===== config.mk =====
export PLATFORM = sky130hd
export DESIGN_NAME = axis_serdes_tx_flat
export DESIGN_NICKNAME = d
export VERILOG_FILES = /design/src/rtl/axis_serdes_tx_if.sv /design/src/rtl/axis_serdes_tx.sv /design/src/flat_wrapper.sv
export SDC_FILE = /design/constraint.sdc
export NUM_CORES = 1
export LEC_CHECK = 0
export ABC_AREA = 1
export BUFFER_PORTS_ARGS = -buffer_cell sky130_fd_sc_hd__clkbuf_2
export CORE_UTILIZATION = 28
export DETAILED_ROUTE_END_ITERATION = 12
export PLACE_DENSITY = 0.47
export SETUP_SLACK_MARGIN = 0.02
export SYNTH_ARGS = -nofsm -noshare
export SYNTH_HDL_FRONTEND = slang
export SYNTH_SLANG_ARGS = --single-unit

===== constraint.sdc =====
create_clock -name s_axis_aclk -period 1.8 [get_ports s_axis_aclk]
set_input_delay 0.36 -clock s_axis_aclk [delete_from_list [all_inputs] [get_ports s_axis_aclk]]
set_output_delay 0.36 -clock s_axis_aclk [all_outputs]
set_load 0.005 [all_outputs]

===== src/rtl/axis_serdes_tx_if.sv =====
// axis_serdes_tx_if: AXI-Stream word handshake feeding the serializer
interface axis_serdes_tx_if #(parameter int DATA_WIDTH = 32);
  logic [DATA_WIDTH-1:0] tdata;
  logic                  valid;
  logic                  ready;
  modport master (output tdata, valid, input ready);
  modport slave  (input tdata, valid, output ready);
endinterface


===== src/rtl/axis_serdes_tx.sv =====
// axis_serdes_tx: trains the line after reset, then sends framed words (start, data LSB first, even parity, stop)
module axis_serdes_tx #(
  parameter int DATA_WIDTH   = 32,
  parameter int TRAIN_CYCLES = 64
) (
  input  logic            s_axis_aclk,
  input  logic            s_axis_reset_n,
  axis_serdes_tx_if.slave s_axis,
  output logic            serial_out,
  output logic            tx_active,
  output logic            train_done
);
  localparam int BW = $clog2(DATA_WIDTH);
  localparam int TW = $clog2(TRAIN_CYCLES + 1);
  typedef enum logic [2:0] {TRAIN, IDLE, START, DATA, PARITY, STOP} state_t;
  state_t                state_q, state_d;
  logic [TW-1:0]         train_q, train_d;
  logic [BW-1:0]         bit_q, bit_d;
  logic [DATA_WIDTH-1:0] sh_q, sh_d;
  logic                  par_q, par_d;
  logic                  serial_q, serial_d;
  logic                  accept;
  // status outputs decode the registered state only, so inputs never reach them combinationally
  assign s_axis.ready = state_q == IDLE || state_q == STOP;
  assign tx_active    = state_q == START || state_q == DATA || state_q == PARITY || state_q == STOP;
  assign train_done   = state_q != TRAIN;
  assign serial_out   = serial_q;
  assign accept       = s_axis.ready && s_axis.valid;
  // next state and the line value for the coming cycle; train_q counts toggles already emitted
  always_comb begin
    state_d  = state_q;
    train_d  = train_q;
    bit_d    = bit_q;
    sh_d     = sh_q;
    par_d    = par_q;
    serial_d = 1'b0;
    if (accept) begin
      sh_d  = s_axis.tdata;
      par_d = ^s_axis.tdata;
    end
    case (state_q)
      TRAIN: begin
        if (train_q == TW'(TRAIN_CYCLES)) state_d = IDLE;
        else begin
          serial_d = ~train_q[0];
          train_d  = train_q + 1'b1;
        end
      end
      IDLE: begin
        state_d  = accept ? START : IDLE;
        serial_d = accept;
      end
      START: begin
        state_d  = DATA;
        serial_d = sh_q[0];
        sh_d     = sh_q >> 1;
        bit_d    = '0;
      end
      DATA: begin
        if (bit_q == BW'(DATA_WIDTH - 1)) begin
          state_d  = PARITY;
          serial_d = par_q;
        end else begin
          serial_d = sh_q[0];
          sh_d     = sh_q >> 1;
          bit_d    = bit_q + 1'b1;
        end
      end
      PARITY: state_d = STOP;
      STOP: begin
        state_d  = accept ? START : IDLE;
        serial_d = accept;
      end
      default: state_d = TRAIN;
    endcase
  end
  // state, counters, shift register and line flop; reset aborts any frame and restarts training
  always_ff @(posedge s_axis_aclk or negedge s_axis_reset_n) begin
    if (!s_axis_reset_n) begin
      state_q  <= TRAIN;
      train_q  <= '0;
      bit_q    <= '0;
      sh_q     <= '0;
      par_q    <= 1'b0;
      serial_q <= 1'b0;
    end else begin
      state_q  <= state_d;
      train_q  <= train_d;
      bit_q    <= bit_d;
      sh_q     <= sh_d;
      par_q    <= par_d;
      serial_q <= serial_d;
    end
  end
endmodule


===== src/flat_wrapper.sv =====
// flat-port wrapper written by rule: the top's interface ports become plain ports
module axis_serdes_tx_flat 
#(
  parameter int DATA_WIDTH   = 32,
  parameter int TRAIN_CYCLES = 64
)
  (s_axis_aclk, s_axis_reset_n, serial_out, tx_active, train_done, s_axis_tdata, s_axis_valid, s_axis_ready);
  axis_serdes_tx_if #(.DATA_WIDTH(DATA_WIDTH)) s_axis_i ();
  input  logic s_axis_aclk;
  input  logic s_axis_reset_n;
  output logic serial_out;
  output logic tx_active;
  output logic train_done;
  input wire logic [$bits(s_axis_i.tdata)-1:0] s_axis_tdata;
  input wire logic [$bits(s_axis_i.valid)-1:0] s_axis_valid;
  output wire logic [$bits(s_axis_i.ready)-1:0] s_axis_ready;
  assign s_axis_i.tdata = s_axis_tdata;
  assign s_axis_i.valid = s_axis_valid;
  assign s_axis_ready = s_axis_i.ready;
  axis_serdes_tx #(.DATA_WIDTH(DATA_WIDTH), .TRAIN_CYCLES(TRAIN_CYCLES)) u_core (.s_axis_aclk(s_axis_aclk), .s_axis_reset_n(s_axis_reset_n), .s_axis(s_axis_i), .serial_out(serial_out), .tx_active(tx_active), .train_done(train_done));
endmodule

# Word level (Yosys, flattened, before mapping)
# Index checks and enable logic that the tools add are counted.
# totals
ff_bits,49
latchBits,0
ram_bits,0
romBits,0
wordCells,45
n_memories,0
# op_classes
n_addsub,2
multipliers,0
div,0
n_lt_le_gt_ge,0
n_eq_ne,10
shifts,0
mux,12
bitwise_logic,2
n_reduce_logical,13
# op_table
operator,n
two-way mux 32 bit,2
one-hot mux 32 bit (2 select lines),1
parity 32 bit,1
one-hot mux 3 bit (5 select lines),1
one-hot mux 5 bit (2 select lines),1
"adder 7 x 1 -> 7 bit, second input constant",1
"equality test 7 bit, second input constant",1
"equality test 3 x 2 -> 1 bit, second input constant",2
"equality test 3 bit, second input constant",2
two-way mux 3 bit,2
AND reduction 2 bit,3
"adder 5 x 1 -> 5 bit, second input constant",1
"equality test 5 bit, second input constant",1
two-way mux 5 bit,1
logical OR 1 bit,4
"inequality test 2 bit, second input constant",2
one-hot mux 1 bit (4 select lines),1
"equality test 3 x 1 -> 1 bit, second input constant",1
logical NOT 3 bit,1
nonzero test 3 bit,1
two-way mux 1 bit,2
two-way mux 2 bit,1
"inequality test 2 x 1 -> 1 bit, second input constant",1
inverter 1 bit,2
other kinds (3),3

# Depth between registers and ports, before layout
# Gate-level depths: netlist of the first run.
# depth
word_depth,6
depth_mapped,13
ltp_nobuf,13

# Least setup slack after synthesis of the first run
# OpenSTA, ideal clock, no wires.
# synth_timing
path_kind,reg2reg
start,register u_core.bit_q[0]
end,register u_core.bit_q[1]
setup_time_ps,121
t_arrival_ps,1531
required_time_ps,1679
path_slack_ps,148
stages_incl_launch_ff,11
n_path_buf,1
period_less_slack_ps,1652
path_cell_list,dfrtp_1 -> ha_1 -> nand2_1 -> nor2_1 -> ha_1 -> nor2_4 -> inv_2 -> nand2_4 -> inv_4 -> buf_6 -> a22o_1
# synth_between
elab_chain_cells,3
# synth_lines
item,line_no,text
start: declaration,axis_serdes_tx.sv:18,"logic [BW-1:0] bit_q, bit_d;"
start signal: assignment,axis_serdes_tx.sv:89,bit_q <= bit_d;
adder 5 x 1 -> 5 bit or equality test 5 bit (tied branches),"axis_serdes_tx.sv:66, axis_serdes_tx.sv:60",
two-way mux 5 bit or inequality test 2 bit (tied branches),--,
one-hot mux 5 bit (2 select lines) or AND reduction 2 bit (tied branches),--,
# Parallel ways exist; a longest one is shown, timed or not. The select of a mux whose other input is x is not followed.
# A chain may end at the register's enable or synchronous reset.

# Final worst setup path of the first run
# layout_timing
start,register u_core.state_q[2]
end,output port tx_active
# layout_between
elab_chain_cells,4
# layout_lines
item,line_no,text
start: declaration,axis_serdes_tx.sv:16,"state_t state_q, state_d;"
start signal: assignment,axis_serdes_tx.sv:87,state_q <= state_d;
equality test 3 x 2 -> 1 bit,axis_serdes_tx.sv:25,assign tx_active = state_q == START || state_q == DATA || state_q == PARITY || state_q == STOP;
logical OR 1 bit (2 in series),axis_serdes_tx.sv:25,
logical OR 1 bit *,axis_serdes_tx.sv:25,
end: declaration,flat_wrapper.sv:12,output logic tx_active;
# Mark *: on every way between the ends. The rest lies on a longest branch, timed or not.

==> results of run 1 <==
-- kinds of logic (layout without fill, tap and decap cells) --
family / Yosys count / after routing / synth area share [%]
adder cells (fa/ha/maj): 4 / 4 / 1.62
XOR/XNOR: 12 / 12 / 3.41
flip-flops: 49 / 49 / 39.8
buffers and inverters: 70 / 114 / 9.46
AND/OR/NAND/NOR: 262 / 262 / 33.7
AO/OA/AOI/OAI: 72 / 72 / 12.1
-- cells in the final DEF, fill, tap and decap left out, types with 2 or more instances in the layout --
cell type / synthesis / final
sky130_fd_sc_hd__nand2_1: 182 / 182
sky130_fd_sc_hd__nor2_1: 59 / 57
sky130_fd_sc_hd__o21ai_0: 55 / 55
sky130_fd_sc_hd__inv_1: 54 / 53
sky130_fd_sc_hd__dfrtp_1: 49 / 49
sky130_fd_sc_hd__clkbuf_2: 0 / 38
sky130_fd_sc_hd__o21ai_1: 12 / 12
sky130_fd_sc_hd__nand3_1: 12 / 12
sky130_fd_sc_hd__xor2_1: 7 / 7
sky130_fd_sc_hd__buf_4: 0 / 6
sky130_fd_sc_hd__xnor2_1: 5 / 5
sky130_fd_sc_hd__clkbuf_8: 0 / 5
sky130_fd_sc_hd__inv_2: 3 / 4
sky130_fd_sc_hd__nor3_1: 4 / 4
sky130_fd_sc_hd__ha_1: 4 / 3
sky130_fd_sc_hd__nor2_2: 1 / 2
sky130_fd_sc_hd__nor2_4: 1 / 2
sky130_fd_sc_hd__a22o_1: 2 / 2
sky130_fd_sc_hd__bufinv_16: 0 / 2
sky130_fd_sc_hd__buf_12: 0 / 2
-- flip-flops by register name (all words and copies together), names as in the netlist --
signal             cells
u_core.par_q           1
u_core.state_q         3
u_core.train_q         7
u_core.bit_q           5
u_core.sh_q           32
u_core.serial_out      1
-- critical path: stages (launching register included) --
cell,delay [ps]
sky130_fd_sc_hd__dfrtp_1,400
sky130_fd_sc_hd__buf_4,160
sky130_fd_sc_hd__nor3_4,200
sky130_fd_sc_hd__inv_2,80
sky130_fd_sc_hd__nand3_1,80
sky130_fd_sc_hd__clkbuf_2,110
-- per-layer routing --
metal  wire [µm]  part of all wire (%)  GRT usage (%)
met5           0                     0              0
met4          57                  0.78           3.23
met3         200                   2.7           1.88
met2        3420                    47           22.2
met1        3630                    50           17.4
-- cell type report --
cell class                 instances  area, µm²
fill                            1125       6870
multi-input combinational        350       1590
sequential                        49       1230
timing repair buffer              47        287
inverter                          58        230
tap                              136        170
clock buffer                       5       68.8
clock inverter                     3       65.1
timing repair inverter             1       11.3
-- cell usage after synthesis --
library cell | number | area [µm²]
sky130_fd_sc_hd__buf_6 | 3 | 33.8
sky130_fd_sc_hd__nand3_1 | 12 | 60.1
sky130_fd_sc_hd__a22o_1 | 2 | 17.5
sky130_fd_sc_hd__a211oi_1 | 1 | 7.51
sky130_fd_sc_hd__inv_4 | 1 | 6.26
sky130_fd_sc_hd__nand2_4 | 1 | 11.3
sky130_fd_sc_hd__nor3b_1 | 1 | 7.51
sky130_fd_sc_hd__nor2_1 | 59 | 221
sky130_fd_sc_hd__inv_2 | 3 | 11.3
sky130_fd_sc_hd__nor3_1 | 4 | 20.0
sky130_fd_sc_hd__xnor2_1 | 5 | 43.8
sky130_fd_sc_hd__ha_1 | 4 | 50.1
sky130_fd_sc_hd__nor2_4 | 1 | 11.3
sky130_fd_sc_hd__a31oi_1 | 1 | 6.26
sky130_fd_sc_hd__nor3_4 | 1 | 16.3
sky130_fd_sc_hd__o21ai_0 | 55 | 275
sky130_fd_sc_hd__nand2_1 | 182 | 683
sky130_fd_sc_hd__xor2_1 | 7 | 61.3
sky130_fd_sc_hd__a21oi_1 | 1 | 5.00
sky130_fd_sc_hd__nor2_2 | 1 | 6.26
sky130_fd_sc_hd__dfrtp_1 | 49 | 1230
sky130_fd_sc_hd__o21ai_1 | 12 | 60.1
sky130_fd_sc_hd__clkbuf_1 | 6 | 22.5
sky130_fd_sc_hd__inv_1 | 54 | 203
sky130_fd_sc_hd__buf_2 | 3 | 15.0
-- through the flow --
step	std cells	power (W)	instance area (µm²)	utilization (%)
6_report	649	0.00542	3640	34.7
5_1_grt	649	0.00594	3640	34.7
4_1_cts	646	0.00524	3570	34.0
3_5_place_dp	638	0.00427	3440	32.7
3_3_place_gp	638	0.00422	3440	32.7
2_1_floorplan	469	0.00368	3080	-
-- worst max-delay path by stage --
stage | slack, ps | endpoint | depth (start not counted) | start
after detailed placement | 0.7 | u_core.sh_q[19] | 10 | u_core.bit_q[0]
after floorplan | 150 | u_core.bit_q[1] | 10 | u_core.bit_q[0]
after global routing | 20 | u_core.sh_q[20] | 10 | u_core.bit_q[0]
after global placement | 50 | u_core.sh_q[29] | 10 | u_core.bit_q[0]
after CTS | 10 | tx_active | 6 | u_core.state_q[2]
final | 110 | tx_active | 5 | u_core.state_q[2]
-- power breakdown --
part	total, W	switching (W)	internal [W]
combinational	0.00255	0.00158	0.000970
sequential	0.00193	0.000303	0.00162
clock	0.000939	0.000386	0.000552
-- timing repair --
item / CTS / global route
resized for setup: 2 / 12
setup endpoints to repair: 11 / 38
pin swaps: 0 / 1
gates cloned: 0 / 1
hold buffers: 0 / 0
setup buffers: 0 / 2
==> impl_summary.log, run 1 <==
INFO  metric antennaDiodeCount = 0
INFO  metric design.die.area = 0.0114 mm²
INFO  metric timing.fmax = around 590 MHz
INFO  metric min_delay_worst_type = input port to asynchronous set/reset pin
INFO  metric placement_rows = 37
INFO  metric dr_total_vias = about 2900
INFO  metric fp.coreArea = ~0.011 mm²
INFO  metric rr_worst_depth = 9
INFO  metric die_span_x = between 100 and 150 µm
INFO  metric status = finished, final reports clean
INFO  metric detailed_place_hpwl = 5120 µm
INFO  metric post_route_ant_nets = 0
INFO  metric cellPowerDensity = ~1500 mW/mm²
INFO  metric p_leak = 1.98 nW
INFO  metric worst_clock_skew = 12.1 ps
INFO  metric grt-ovfl-total = 0
INFO  metric finalSetupTns = 0 ps
INFO  metric antenna_found_initial = 0
INFO  metric remaining_design_rule_violation_count = 0
INFO  metric yosysSeqAreaShare = between 30% and 40%
INFO  metric timing.final.max_slew_violations = 0
INFO  metric rrSetupSlack = 130 ps
INFO  metric setup.worst_path.start_class = flop
INFO  metric mappedNetlistArea = approximately 0.0031 mm²
INFO  metric clock_tree.htree_level_count = 2
INFO  metric arrival_time_at_the_worst_endpoint = about 1300 ps
INFO  metric crit_fanout = 3
INFO  metric drive_above_1_share = between 10% and 20%
INFO  metric first_pass_grt_wire_length = roughly 12000 µm
INFO  metric detail_route.iter0.violations = about 140
INFO  metric avgRoutedWirePerCell = ~11 µm
INFO  metric detail_route.wirelength = about 7300 µm
INFO  metric nets = approximately 550
INFO  metric worst_slew_margin = 78.2%
INFO  metric effective_utilization_at_floorplan = 29.3%
INFO  metric portBuffers = 38
INFO  metric grt_start_max_net_pins = 50
INFO  metric detail_route.vias_per_cell = approximately 4.4
INFO  metric setup_violations = 0
INFO  metric grt_setup_unrepaired = no
INFO  metric postSynthAreaPerCell = between 6 and 7 µm²
INFO  metric hold_viol = 0
INFO  metric fin_crit_sh = between 90% and 100%
INFO  metric global_route.usage.total = between 10% and 20%
INFO  metric floorplan.io_pins = 39
INFO  metric postSynthCellCount = 469
INFO  metric synth_warnings = 0
INFO  metric first_global_vias = ~2700
INFO  metric worst-setup-path-type = flop to output port
INFO  metric r2r_start = u_core.bit_q[0]
INFO  metric tritoncts_num_sinks = 49
INFO  metric chipHeight = between 100 and 150 µm
INFO  metric holdWs = around 34 ps
INFO  metric areaGrowthSynthToFinish = 18.2%
INFO  metric tritoncts = yes
INFO  metric max-clock-path-buffers = 2
INFO  metric post-place-ws = approximately 0.73 ps
INFO  metric detail_route.first_pass.iterations = 5
INFO  metric worstSkewPairLatency = just over 300 ps
INFO  metric worst-slew-pin-transition = about 330 ps
INFO  metric max_cap_violations = 0
INFO  metric clk_root_buffer_cell = sky130_fd_sc_hd__clkbuf_8
INFO  metric numCtsBuffers = 5
INFO  metric power.ir.vdd_worst = 705 µV
INFO  metric worst_slack = 112 ps
INFO  metric ys_seq_elements = 49
INFO  metric synth.net_count = ~510
INFO  metric endpoint_kind = output port
INFO  metric fin_crit = between 1500 and 2000 ps
INFO  metric synth_cell_type_count = 25
INFO  metric clk_transition_reported_paths = about 90 ps
INFO  metric timing.rr.end = u_core.bit_q[4]
INFO  metric cp.required = between 1000 and 1500 ps
INFO  metric place.gp.congestion = ~0.74
Power figures use the tool's default switching activity.
==> run 2: changes to the inputs <==
- BUFFER_PORTS_ARGS: -buffer_cell sky130_fd_sc_hd__clkbuf_2 -> unset
- DONT_BUFFER_PORTS: unset -> 1
- PLACE_DENSITY: 0.47 -> 0.44
==> impl_summary.log, run 2 (synthesis gave the netlist of run 1 again) <==
INFO  metric status = finished, final reports clean
INFO  metric numCtsBuffers = 5 (unchanged)
INFO  metric met2_wirelength = 3370 µm (-1.4%)
INFO  metric grt_setup_unrepaired = no
INFO  metric hold-path-cell-count = 2
INFO  metric holdWs = 268 ps (+234 ps)
INFO  metric detail_route.iter0.violations = 168 (+22%)
INFO  metric avgRoutedWirePerCell = 12.1 µm (+7.6%)
INFO  metric remaining_design_rule_violation_count = 0 (unchanged)
INFO  metric cpMaxStageDelayCell = sky130_fd_sc_hd__dfrtp_1
INFO  metric arrival_time_at_the_worst_endpoint = 1860 ps (+530 ps)
INFO  metric total_power = 0.00505 W (-6.9%)
INFO  metric worst_clock_skew = 4.39 ps (-7.73 ps)
INFO  metric biggestRegsByFlops = u_core.sh_q: 32 flops, u_core.train_q: 7 flops, u_core.bit_q: 5 flops
INFO  metric placement_rows = 37 (unchanged)
INFO  metric detail_route.vias_per_cell = 4.51 (+1.9%)
INFO  metric die_span_x = 107 µm (unchanged)
INFO  metric grt-ovfl-total = 0 (unchanged)
INFO  metric layout_common_cells = sky130_fd_sc_hd__nand2_1 (182), sky130_fd_sc_hd__nor2_1 (58), sky130_fd_sc_hd__inv_1 (53), sky130_fd_sc_hd__o21ai_0 (53), sky130_fd_sc_hd__dfrtp_1 (49)
INFO  metric clk_transition_reported_paths = 90 ps (about the same)
INFO  metric chipHeight = 107 µm (unchanged)
INFO  metric tritoncts = yes
INFO  metric timing.final.max_slew_violations = 0 (unchanged)
INFO  metric cellPowerDensity = 1470 mW/mm² (-1.1%)
INFO  metric power.ir.vdd_worst = 589 µV (-17%)
INFO  metric portBuffers = 0 (-100%)
INFO  metric clk_root_buffer_cell = sky130_fd_sc_hd__clkbuf_8
INFO  metric antenna_found_initial = 0 (unchanged)
INFO  metric floorplan.io_pins = 39 (unchanged)
INFO  metric fin_crit = 1640 ps (-49.7 ps)
INFO  metric drive_above_1_share = 6.32% (-6.9 points)
INFO  metric grt_start_max_net_pins = 50 (unchanged)
INFO  metric dr_total_vias = 2756 (-4.0%)
INFO  metric max_cap_violations = 0 (unchanged)
INFO  metric worstSkewPairLatency = 290 ps (-20 ps)
INFO  metric min_delay_worst_type = input port to flop
INFO  metric crit_chain = ha_1, nand2_1, nor2_1, ha_2, nor2_4, inv_2, buf_4, o21ai_0, nor3b_2
INFO  metric global_route.usage.total = 13.7% (+0.59 points)
INFO  metric mostFrequentLayoutCell = sky130_fd_sc_hd__nand2_1
INFO  metric finalSetupTns = 0 ps (unchanged)
INFO  metric endpoint_kind = flop
INFO  metric areaGrowthSynthToFinish = 11.4%
INFO  metric effective_utilization_at_floorplan = 29.3% (unchanged)
INFO  metric antennaDiodeCount = 0 (unchanged)
INFO  metric rr_worst_depth = 9 (unchanged)
INFO  metric setup.worst_path.start_class = flop
INFO  metric worst-setup-path-type = flop to flop
INFO  metric first_pass_grt_wire_length = 12500 µm (+3.7%)
INFO  metric cpPeakStageDelay = 410 ps (about the same)
INFO  metric fin_crit_sh = 91.0% (-2.8 points)
INFO  metric rrSetupSlack = 160 ps (+30 ps)
INFO  metric first_global_vias = 2609 (-2.6%)
INFO  metric place.gp.congestion = 0.744 (+0.90%)
INFO  metric design.die.area = 0.0114 mm² (unchanged)
INFO  metric worst-slew-pin-transition = 375 ps (+48.3 ps)
INFO  metric setup_violations = 0 (unchanged)
INFO  metric clock_tree.htree_level_count = 2 (unchanged)
INFO  metric p_leak = 1.82 nW (-8.3%)
INFO  metric timing.fmax = 610 MHz (+3.0%)
INFO  metric detail_route.first_pass.iterations = 4 (-1)
INFO  metric hold_viol = 0 (unchanged)
INFO  metric worst_slew_margin = 75.0% (-3.2 points)
INFO  metric cp.required = 2020 ps (+580 ps)
INFO  metric max_flop_register = u_core.sh_q
INFO  metric post_route_ant_nets = 0 (unchanged)
INFO  metric nets = 513 (-6.9%)
INFO  metric postLayoutCoreUtil = 32.7% (-2.0 points)
INFO  metric met3_routed_wl = 247 µm (+24%)
INFO  metric max-clock-path-buffers = 2 (unchanged)
INFO  metric crit_fanout = 4 (+1)
INFO  metric tritoncts_num_sinks = 49 (unchanged)
INFO  metric detail_route.wirelength = 7400 µm (+1.3%)
INFO  metric fp.coreArea = 0.0105 mm² (unchanged)
INFO  metric detailed_place_hpwl = 5130 µm (+0.18%)
INFO  metric dr.max_layer_used = met4
INFO  metric wirelength_met1 = 3750 µm (+3.3%)
INFO  metric largest_register_ff_count = 32 (unchanged)
-- run 2: cell types whose count changed in the layout (fill, tap and decap cells not counted), moves of 2 or more --
cell,before,now
sky130_fd_sc_hd__bufinv_16,2,0
sky130_fd_sc_hd__o21ai_1,12,14
sky130_fd_sc_hd__o21ai_0,55,53
sky130_fd_sc_hd__clkbuf_2,38,0
-- run 2: report_power, final --
group	internal (W)	switching (W)	leakage (nW)
sequential	0.00162	0.000298	0.612
combinational	0.000922	0.00155	1.16
clock	0.000269	0.000381	0.0439
-- run 2: metrics by stage --
step / instances / worst slack (ps) / cell area [µm²]
after floorplan: 469 / 148 / 3080
after global placement: 599 / 94.4 / 3240
after detailed placement: 599 / 27.7 / 3240
after CTS: 609 / 63.2 / 3370
after global routing: 611 / 19.8 / 3430
final: 611 / 162 / 3430
-- run 2: final timing paths --
kind                                        from                 to
worst min register to register    u_core.sh_q[3]     u_core.sh_q[2]
worst max-delay path             u_core.bit_q[0]    u_core.bit_q[3]
worst max register to register   u_core.bit_q[0]    u_core.bit_q[3]
min in group asynchronous         s_axis_reset_n  u_core.train_q[5]
max in group asynchronous         s_axis_reset_n    u_core.sh_q[12]
worst min-delay path            s_axis_tdata[25]    u_core.sh_q[25]
-- run 2: layout make-up --
type | instances | area (µm²)
inverters | 58 | 230
multi-input cells | 350 | 1590
well taps | 136 | 170
flip-flops and latches | 49 | 1230
repair inverters | 1 | 11.3
repair buffers | 9 | 115
clock inverters | 3 | 17.5
clock buffers | 5 | 68.8
fillers | 1137 | 7080
-- run 2: repair_timing --
action | CTS | global route
gates cloned | 0 | 1
endpoints found under the setup margin | 3 | 33
pin swaps | 0 | 0
endpoints found under the hold margin | 49 | 0
resized for setup | 2 | 14
hold buffers | 2 | 0
setup buffers | 0 | 1
-- run 2: routing by layer --
metal  up-vias  GRT usage (%)
met1      1265           19.5
met5         -              0
li1       1452              -
met2        37           21.8
met4         0           2.64
met3         2           2.25
-- run 2: worst max-delay path, delay by kind of cell, from the launching register on --
| family | cells | cell delay [ps] |
|---|---|---|
| flip-flops | 1 | 410 |
| adder cells (fa/ha/maj) | 2 | 410 |
| AO/OA/AOI/OAI | 1 | 120 |
| buffers and inverters | 2 | 220 |
| AND/OR/NAND/NOR | 4 | 390 |
